File: config.mk
export PLATFORM = sky130hd
export DESIGN_NAME = prog_run_ctrl_flat
export DESIGN_NICKNAME = d
export VERILOG_FILES = /design/src/rtl/prog_run_ctrl_pkg.sv /design/src/rtl/prog_run_ctrl_if.sv /design/src/rtl/cycle_budget_ctr.sv /design/src/rtl/prog_run_ctrl.sv /design/src/flat_wrapper.sv
export SDC_FILE = /design/constraint.sdc
export NUM_CORES = 1
export LEC_CHECK = 0
export CAP_MARGIN = 15
export CORE_MARGIN = 2
export CORE_UTILIZATION = 35
export CTS_BUF_LIST = sky130_fd_sc_hd__clkbuf_16
export CTS_CLUSTER_SIZE = 30
export DETAILED_ROUTE_END_ITERATION = 10
export PLACE_DENSITY = 0.68
export SLEW_MARGIN = 20
export SYNTH_ARGS = -nofsm -noshare
export SYNTH_HDL_FRONTEND = slang
export SYNTH_SLANG_ARGS = --single-unit
File: constraint.sdc
create_clock -name clk -period 3.5 [get_ports clk]
set_input_delay 0.35 -clock clk [delete_from_list [all_inputs] [get_ports clk]]
set_output_delay 0.35 -clock clk [all_outputs]
set_load 0.005 [all_outputs]
File: src/rtl/prog_run_ctrl_pkg.sv
// prog_run_pkg: shared run-controller state encoding and default widths.
package prog_run_pkg;
   typedef enum logic [1:0] {IDLE, LOAD, RUN, DONE} run_state_t;
   localparam int NUM_PROGS_DEF = 3;
   localparam int PC_W_DEF = 10;
   localparam int CYC_W_DEF = 16;
   localparam int MAX_CYC_DEF = 'hFFFF;
endpackage

File: src/rtl/prog_run_ctrl_if.sv
// prog_run_ctrl_if: bench/fetch-side signals of the run controller.
interface prog_run_ctrl_if
   import prog_run_pkg::*;
#(
   parameter int NUM_PROGS = NUM_PROGS_DEF,
   parameter int PC_W = PC_W_DEF,
   parameter int CYC_W = CYC_W_DEF
);
   localparam int SEL_W = $clog2(NUM_PROGS);
   logic start;
   logic [SEL_W-1:0] prog_sel;
   logic [NUM_PROGS*PC_W-1:0] entry_pcs;
   logic halt_in;
   logic pc_load;
   logic [PC_W-1:0] pc_load_val;
   logic pc_en;
   logic busy;
   logic ack;
   logic timed_out;
   logic [CYC_W-1:0] cycle_ct;
   logic [SEL_W-1:0] active_prog;
   modport master (
      output start, prog_sel, entry_pcs, halt_in,
      input pc_load, pc_load_val, pc_en, busy, ack, timed_out, cycle_ct, active_prog
   );
   modport slave (
      input start, prog_sel, entry_pcs, halt_in,
      output pc_load, pc_load_val, pc_en, busy, ack, timed_out, cycle_ct, active_prog
   );
endinterface

File: src/rtl/cycle_budget_ctr.sv
// cycle_budget_ctr: saturating run-cycle counter with registered last-cycle flag.
module cycle_budget_ctr
   import prog_run_pkg::*;
#(
   parameter int CYC_W = CYC_W_DEF,
   parameter int MAX_CYC = MAX_CYC_DEF
) (
   input  logic             clk,
   input  logic             rst_n,
   input  logic             clr,
   input  logic             en,
   output logic [CYC_W-1:0] count,
   output logic             expire
);
   localparam logic [CYC_W-1:0] TOP = CYC_W'(MAX_CYC);
   localparam logic [CYC_W-1:0] LAST = CYC_W'(MAX_CYC - 1);
   logic [CYC_W-1:0] count_q, count_d;
   logic expire_q, expire_d;
   always_comb begin
      count_d = clr ? '0 : (en && count_q != TOP) ? count_q + CYC_W'(1) : count_q;
      expire_d = count_d == LAST;
   end
   always_ff @(posedge clk or negedge rst_n) begin
      if (!rst_n) begin
         count_q <= '0;
         expire_q <= 1'b0;
      end else begin
         count_q <= count_d;
         expire_q <= expire_d;
      end
   end
   assign count = count_q;
   assign expire = expire_q;
endmodule

File: src/rtl/prog_run_ctrl.sv
// prog_run_ctrl: Start/Ack handshake, PC load/enable sequencing and cycle budget for resident programs.
module prog_run_ctrl
   import prog_run_pkg::*;
#(
   parameter int NUM_PROGS = NUM_PROGS_DEF,
   parameter int PC_W = PC_W_DEF,
   parameter int CYC_W = CYC_W_DEF,
   parameter int MAX_CYC = MAX_CYC_DEF
) (
   input logic            clk,
   input logic            rst_n,
   prog_run_ctrl_if.slave bus
);
   localparam int SEL_W = $clog2(NUM_PROGS);
   run_state_t state_q, state_d;
   logic start_q;
   logic [SEL_W-1:0] active_prog_q, active_prog_d;
   logic timed_out_q, timed_out_d;
   logic pc_load_q, pc_load_d, pc_en_q, pc_en_d, busy_q, busy_d, ack_q, ack_d;
   logic clr, cnt_en, expire, launch;
   logic [CYC_W-1:0] count;
   cycle_budget_ctr #(.CYC_W(CYC_W), .MAX_CYC(MAX_CYC)) u_ctr (
      .clk   (clk),
      .rst_n (rst_n),
      .clr   (clr),
      .en    (cnt_en),
      .count (count),
      .expire(expire)
   );
   assign launch = bus.start && !start_q && int'(bus.prog_sel) < NUM_PROGS;
   always_comb begin
      state_d = state_q;
      active_prog_d = active_prog_q;
      timed_out_d = timed_out_q;
      clr = 1'b0;
      cnt_en = 1'b0;
      unique case (state_q)
         IDLE, DONE: if (launch) begin
            state_d = LOAD;
            active_prog_d = bus.prog_sel;
            timed_out_d = 1'b0;
            clr = 1'b1;
         end
         LOAD: state_d = RUN;
         RUN: begin
            cnt_en = 1'b1;
            // halt takes priority over a budget expiry in the same cycle
            state_d = (bus.halt_in || expire) ? DONE : RUN;
            timed_out_d = !bus.halt_in && expire;
         end
      endcase
      pc_load_d = state_d == LOAD;
      pc_en_d = state_d == RUN;
      busy_d = state_d == LOAD || state_d == RUN;
      ack_d = state_d == DONE;
   end
   always_ff @(posedge clk or negedge rst_n) begin
      if (!rst_n) begin
         state_q <= IDLE;
         start_q <= 1'b0;
         active_prog_q <= '0;
         timed_out_q <= 1'b0;
         pc_load_q <= 1'b0;
         pc_en_q <= 1'b0;
         busy_q <= 1'b0;
         ack_q <= 1'b0;
      end else begin
         state_q <= state_d;
         start_q <= bus.start;
         active_prog_q <= active_prog_d;
         timed_out_q <= timed_out_d;
         pc_load_q <= pc_load_d;
         pc_en_q <= pc_en_d;
         busy_q <= busy_d;
         ack_q <= ack_d;
      end
   end
   // the halt instruction itself must not advance the PC
   assign bus.pc_en = pc_en_q && !bus.halt_in;
   assign bus.pc_load = pc_load_q;
   assign bus.pc_load_val = bus.entry_pcs[int'(active_prog_q)*PC_W +: PC_W];
   assign bus.busy = busy_q;
   assign bus.ack = ack_q;
   assign bus.timed_out = timed_out_q;
   assign bus.cycle_ct = count;
   assign bus.active_prog = active_prog_q;
endmodule
File: src/flat_wrapper.sv
// flat-port wrapper written by rule: the top's interface ports become plain ports
module prog_run_ctrl_flat import prog_run_pkg::*;
#(
   parameter int NUM_PROGS = NUM_PROGS_DEF,
   parameter int PC_W = PC_W_DEF,
   parameter int CYC_W = CYC_W_DEF,
   parameter int MAX_CYC = MAX_CYC_DEF
)
  (clk, rst_n, bus_start, bus_prog_sel, bus_entry_pcs, bus_halt_in, bus_pc_load, bus_pc_load_val, bus_pc_en, bus_busy, bus_ack, bus_timed_out, bus_cycle_ct, bus_active_prog);
  prog_run_ctrl_if #(.NUM_PROGS(NUM_PROGS), .PC_W(PC_W), .CYC_W(CYC_W)) bus_i ();
  input logic clk;
  input logic rst_n;
  input wire logic [$bits(bus_i.start)-1:0] bus_start;
  input wire logic [$bits(bus_i.prog_sel)-1:0] bus_prog_sel;
  input wire logic [$bits(bus_i.entry_pcs)-1:0] bus_entry_pcs;
  input wire logic [$bits(bus_i.halt_in)-1:0] bus_halt_in;
  output wire logic [$bits(bus_i.pc_load)-1:0] bus_pc_load;
  output wire logic [$bits(bus_i.pc_load_val)-1:0] bus_pc_load_val;
  output wire logic [$bits(bus_i.pc_en)-1:0] bus_pc_en;
  output wire logic [$bits(bus_i.busy)-1:0] bus_busy;
  output wire logic [$bits(bus_i.ack)-1:0] bus_ack;
  output wire logic [$bits(bus_i.timed_out)-1:0] bus_timed_out;
  output wire logic [$bits(bus_i.cycle_ct)-1:0] bus_cycle_ct;
  output wire logic [$bits(bus_i.active_prog)-1:0] bus_active_prog;
  assign bus_i.start = bus_start;
  assign bus_i.prog_sel = bus_prog_sel;
  assign bus_i.entry_pcs = bus_entry_pcs;
  assign bus_i.halt_in = bus_halt_in;
  assign bus_pc_load = bus_i.pc_load;
  assign bus_pc_load_val = bus_i.pc_load_val;
  assign bus_pc_en = bus_i.pc_en;
  assign bus_busy = bus_i.busy;
  assign bus_ack = bus_i.ack;
  assign bus_timed_out = bus_i.timed_out;
  assign bus_cycle_ct = bus_i.cycle_ct;
  assign bus_active_prog = bus_i.active_prog;
  prog_run_ctrl #(.NUM_PROGS(NUM_PROGS), .PC_W(PC_W), .CYC_W(CYC_W), .MAX_CYC(MAX_CYC)) u_core (.clk(clk), .rst_n(rst_n), .bus(bus_i));
endmodule
==> flow_summary_export.csv <==
group,metric,value,unit
status,status,"complete, no violations",
clock_tree,insertion_delay,0.26,ns
critical_path,reg2reg_from,"u_core.u_ctr.count[0]$_DFF_PN0_",
power,power.density,648,nW/um^2
routing,first_pass_iters,4,
grt,grt_max_degree,28,
job,cap_viol_max_count,0,
grt,grt_pass1_vias,1407,
synthesis,avgSynthCellArea,9.45,um^2
die,coreArea,4410,um^2
critical_path,required,3.15,ns
finish,areaGrowthSynthToFinish,50.0,%
place,hpwl,3.20,mm
synthesis,synth_fp_nets,212,
finish,fin_util,54.9,%
sta,rsz0062_at_grt,"no",
power,p_leak,0.000991,uW
synthesis,ys_warn_count,0,
grt,grt_overflow,0,
synthesis,synth-seq-area-share,41.8,%
routing,ant_nets,0,
place,place_congestion,0.869,
sta,skew,0.00340,ns
critical_path,endpoint_kind,"primary output",
power,power.total,1570,uW
finish,layout.nets,280,
synthesis,ys_ff_latch,27,
clock_tree,cts-hold-fix-buffers,0,
sta,slew_headroom,49.7,%
critical_path,r2r_slack,1.08,ns
sta,fin_crit_sh,74.4,%
synthesis,ys.flop_type,"dfrtp_1",
synthesis,synth_edf_count,0,
die,die-area,5170,um^2
sta,slew_violations,0,
synthesis,ys_types,41,
clock_tree,cts_num_sinks,27,
routing,drt_iter0_drc,96,
synthesis,postSynthCellCount,171,
synthesis,syn_area,1620,um^2
die,die_h,71.9,um
grt,grt_pass1_wl,7.04,mm
critical_path,path_class,"flop to primary output",
sta,report.final.setup_viol,0,
clock_tree,clkSlewWorstSetupHoldPaths,0.07,ns
sta,hold_viol_final,0,
sta,tns,0,ns
min_path,hold_path.class,"input port to async pin",
critical_path,reg2regPathDepth,7,
critical_path,arrival,2.25,ns
clock_tree,clock_path_buffers,2,
die,initial_core_util,36.6,%
place,portBuffers,68,
grt,track_usage,17.3,%
die,ios,69,
sta,clock.fmax,384,MHz
finish,n_antenna_cell,0,
sta,hold-worst-slack,0.448,ns
clock_tree,tritoncts,"done",
clock_tree,cts_resized,0,
critical_path,start_kind,"flop",
routing,vias_per_cell,5.29,
finish,drive_above_1_share,7.14,%
clock_tree,cts_setup_buffers,0,
critical_path,reg2reg_to,"u_core.u_ctr.expire$_DFF_PN0_",
routing,routed_wirelength,4.20,mm
grt,grt_antenna_before_repair,0,
die,rows,24,
routing,vias,1533,
synthesis,async_reset_ff_share,100,%
critical_path,cp_max_fo,13,
die,die_x,71.9,um
power,vdd_drop_max,0.332,mV
clock_tree,root_buffer,"clkbuf_16",
clock_tree,cts-htree-levels,1,
routing,drc,0,
sta,worst_slew_pin_slew,0.754,ns
clock_tree,cts_made_buffers,3,
routing,post_drt_wl_per_cell,14.5,um
sta,period_minus_slack,2.60,ns
worst max-delay path: stages (launching register included):
cell and delay (ns):
dfrtp_1 0.62, nor2b_1 0.62, nand2_1 0.13, o21ai_0 0.10, clkdlybuf4s50_1 0.52
registers in the layout, summed over array words and instances (netlist names):
register	cells
u_core.bus.ack	1
u_core.state_q	2
u_core.u_ctr.expire	1
u_core.bus.pc_load	1
u_core.start_q	1
u_core.bus.busy	1
u_core.pc_en_q	1
u_core.bus.timed_out	1
u_core.u_ctr.count	16
u_core.bus.active_prog	2
cells by family after synthesis:
family / count (synthesis) / synth area share (%)
mux: 11 / 6.82
simple gates: 80 / 29.4
compound gates: 25 / 9.53
buf+inv: 13 / 3.10
xor+xnor: 10 / 5.42
flops: 27 / 41.8
fa+ha+maj: 5 / 3.87
layout by cell type, fill, tap and decap left out, types with 2 or more instances in the layout:
master           instances
inv_1                    8
dfrtp_1                 27
nand4_1                  8
nor4_2                   3
nor2_1                  14
xnor2_1                  3
mux2i_1                 11
nor3_2                   2
a21oi_1                  2
ha_1                     5
xor2_1                   7
and4_4                   2
o21ai_0                 16
nand2_1                 22
nand2b_1                 2
clkbuf_16                3
nand3_1                  8
clkdlybuf4s50_1         68
nor2b_1                  3
nand4b_1                 2
nor3_1                   2
area by class of cell:
type	instances	area [um^2]
tap	52	65.1
fill	399	1990
sequential	27	676
timing repair buffer	69	688
inverter	7	26.3
clock inverter	1	3.75
clock buffer	3	75.1
multi-input combinational	131	890
Yosys cell counts (2+ instances only):
library cell | count | share of area, %
nand3_1 | 8 | 2.5
nand4_1 | 8 | 3.1
and4_4 | 2 | 1.4
clkbuf_1 | 4 | 0.93
mux2i_1 | 11 | 6.8
nor3_2 | 2 | 1.2
nor4_2 | 3 | 2.3
nand4b_1 | 2 | 1.1
xnor2_1 | 3 | 1.6
nor3_1 | 2 | 0.62
inv_1 | 7 | 1.6
ha_1 | 5 | 3.9
dfrtp_1 | 27 | 42
o21ai_0 | 16 | 5.0
nand2_1 | 22 | 5.1
nor2_1 | 14 | 3.3
nand2b_1 | 2 | 0.77
a21oi_1 | 2 | 0.62
xor2_1 | 7 | 3.8
nor2b_1 | 3 | 1.2
through the flow:
stage / worst slack [ns] / area (um^2) / cells
CTS: 0.894 / 2420 / 290
global route: 0.719 / 2420 / 290
detailed placement: 1.09 / 2340 / 286
finish: 0.897 / 2420 / 290
global placement: 1.08 / 2340 / 286
floorplan: 1.37 / 1620 / 171
worst max path at each step:
stage                                         end  depth (start not counted)                             startpoint  slack, ns
finish                         bus_pc_load_val[8]                          4  u_core.bus.active_prog[1]$_DFFE_PN0P_       0.90
global placement    u_core.u_ctr.expire$_DFF_PN0_                          6                        bus_prog_sel[1]       1.08
global route                   bus_pc_load_val[5]                          4  u_core.bus.active_prog[1]$_DFFE_PN0P_       0.72
floorplan           u_core.u_ctr.expire$_DFF_PN0_                          7        u_core.u_ctr.count[0]$_DFF_PN0_       1.37
CTS                            bus_pc_load_val[8]                          4  u_core.bus.active_prog[1]$_DFFE_PN0P_       0.89
detailed placement  u_core.u_ctr.expire$_DFF_PN0_                          6                        bus_prog_sel[1]       1.09
where the power goes:
group,switching (uW),total (uW),internal [uW]
registers,157,567,410
clock network,108,261,153
logic,303,742,440
total,568,1570,1000
metal layers:
| metal | track usage (%) | vias to the layer above | wire length (um) |
|---|---|---|---|
| li1 | - | 749 | - |
| met4 | 7.13 | 0 | 106 |
| met2 | 26.6 | 46 | 2020 |
| met5 | 0 | - | 0 |
| met3 | 2.36 | 9 | 157 |
| met1 | 24.6 | 729 | 1920 |
Power figures use the tool's default switching activity.
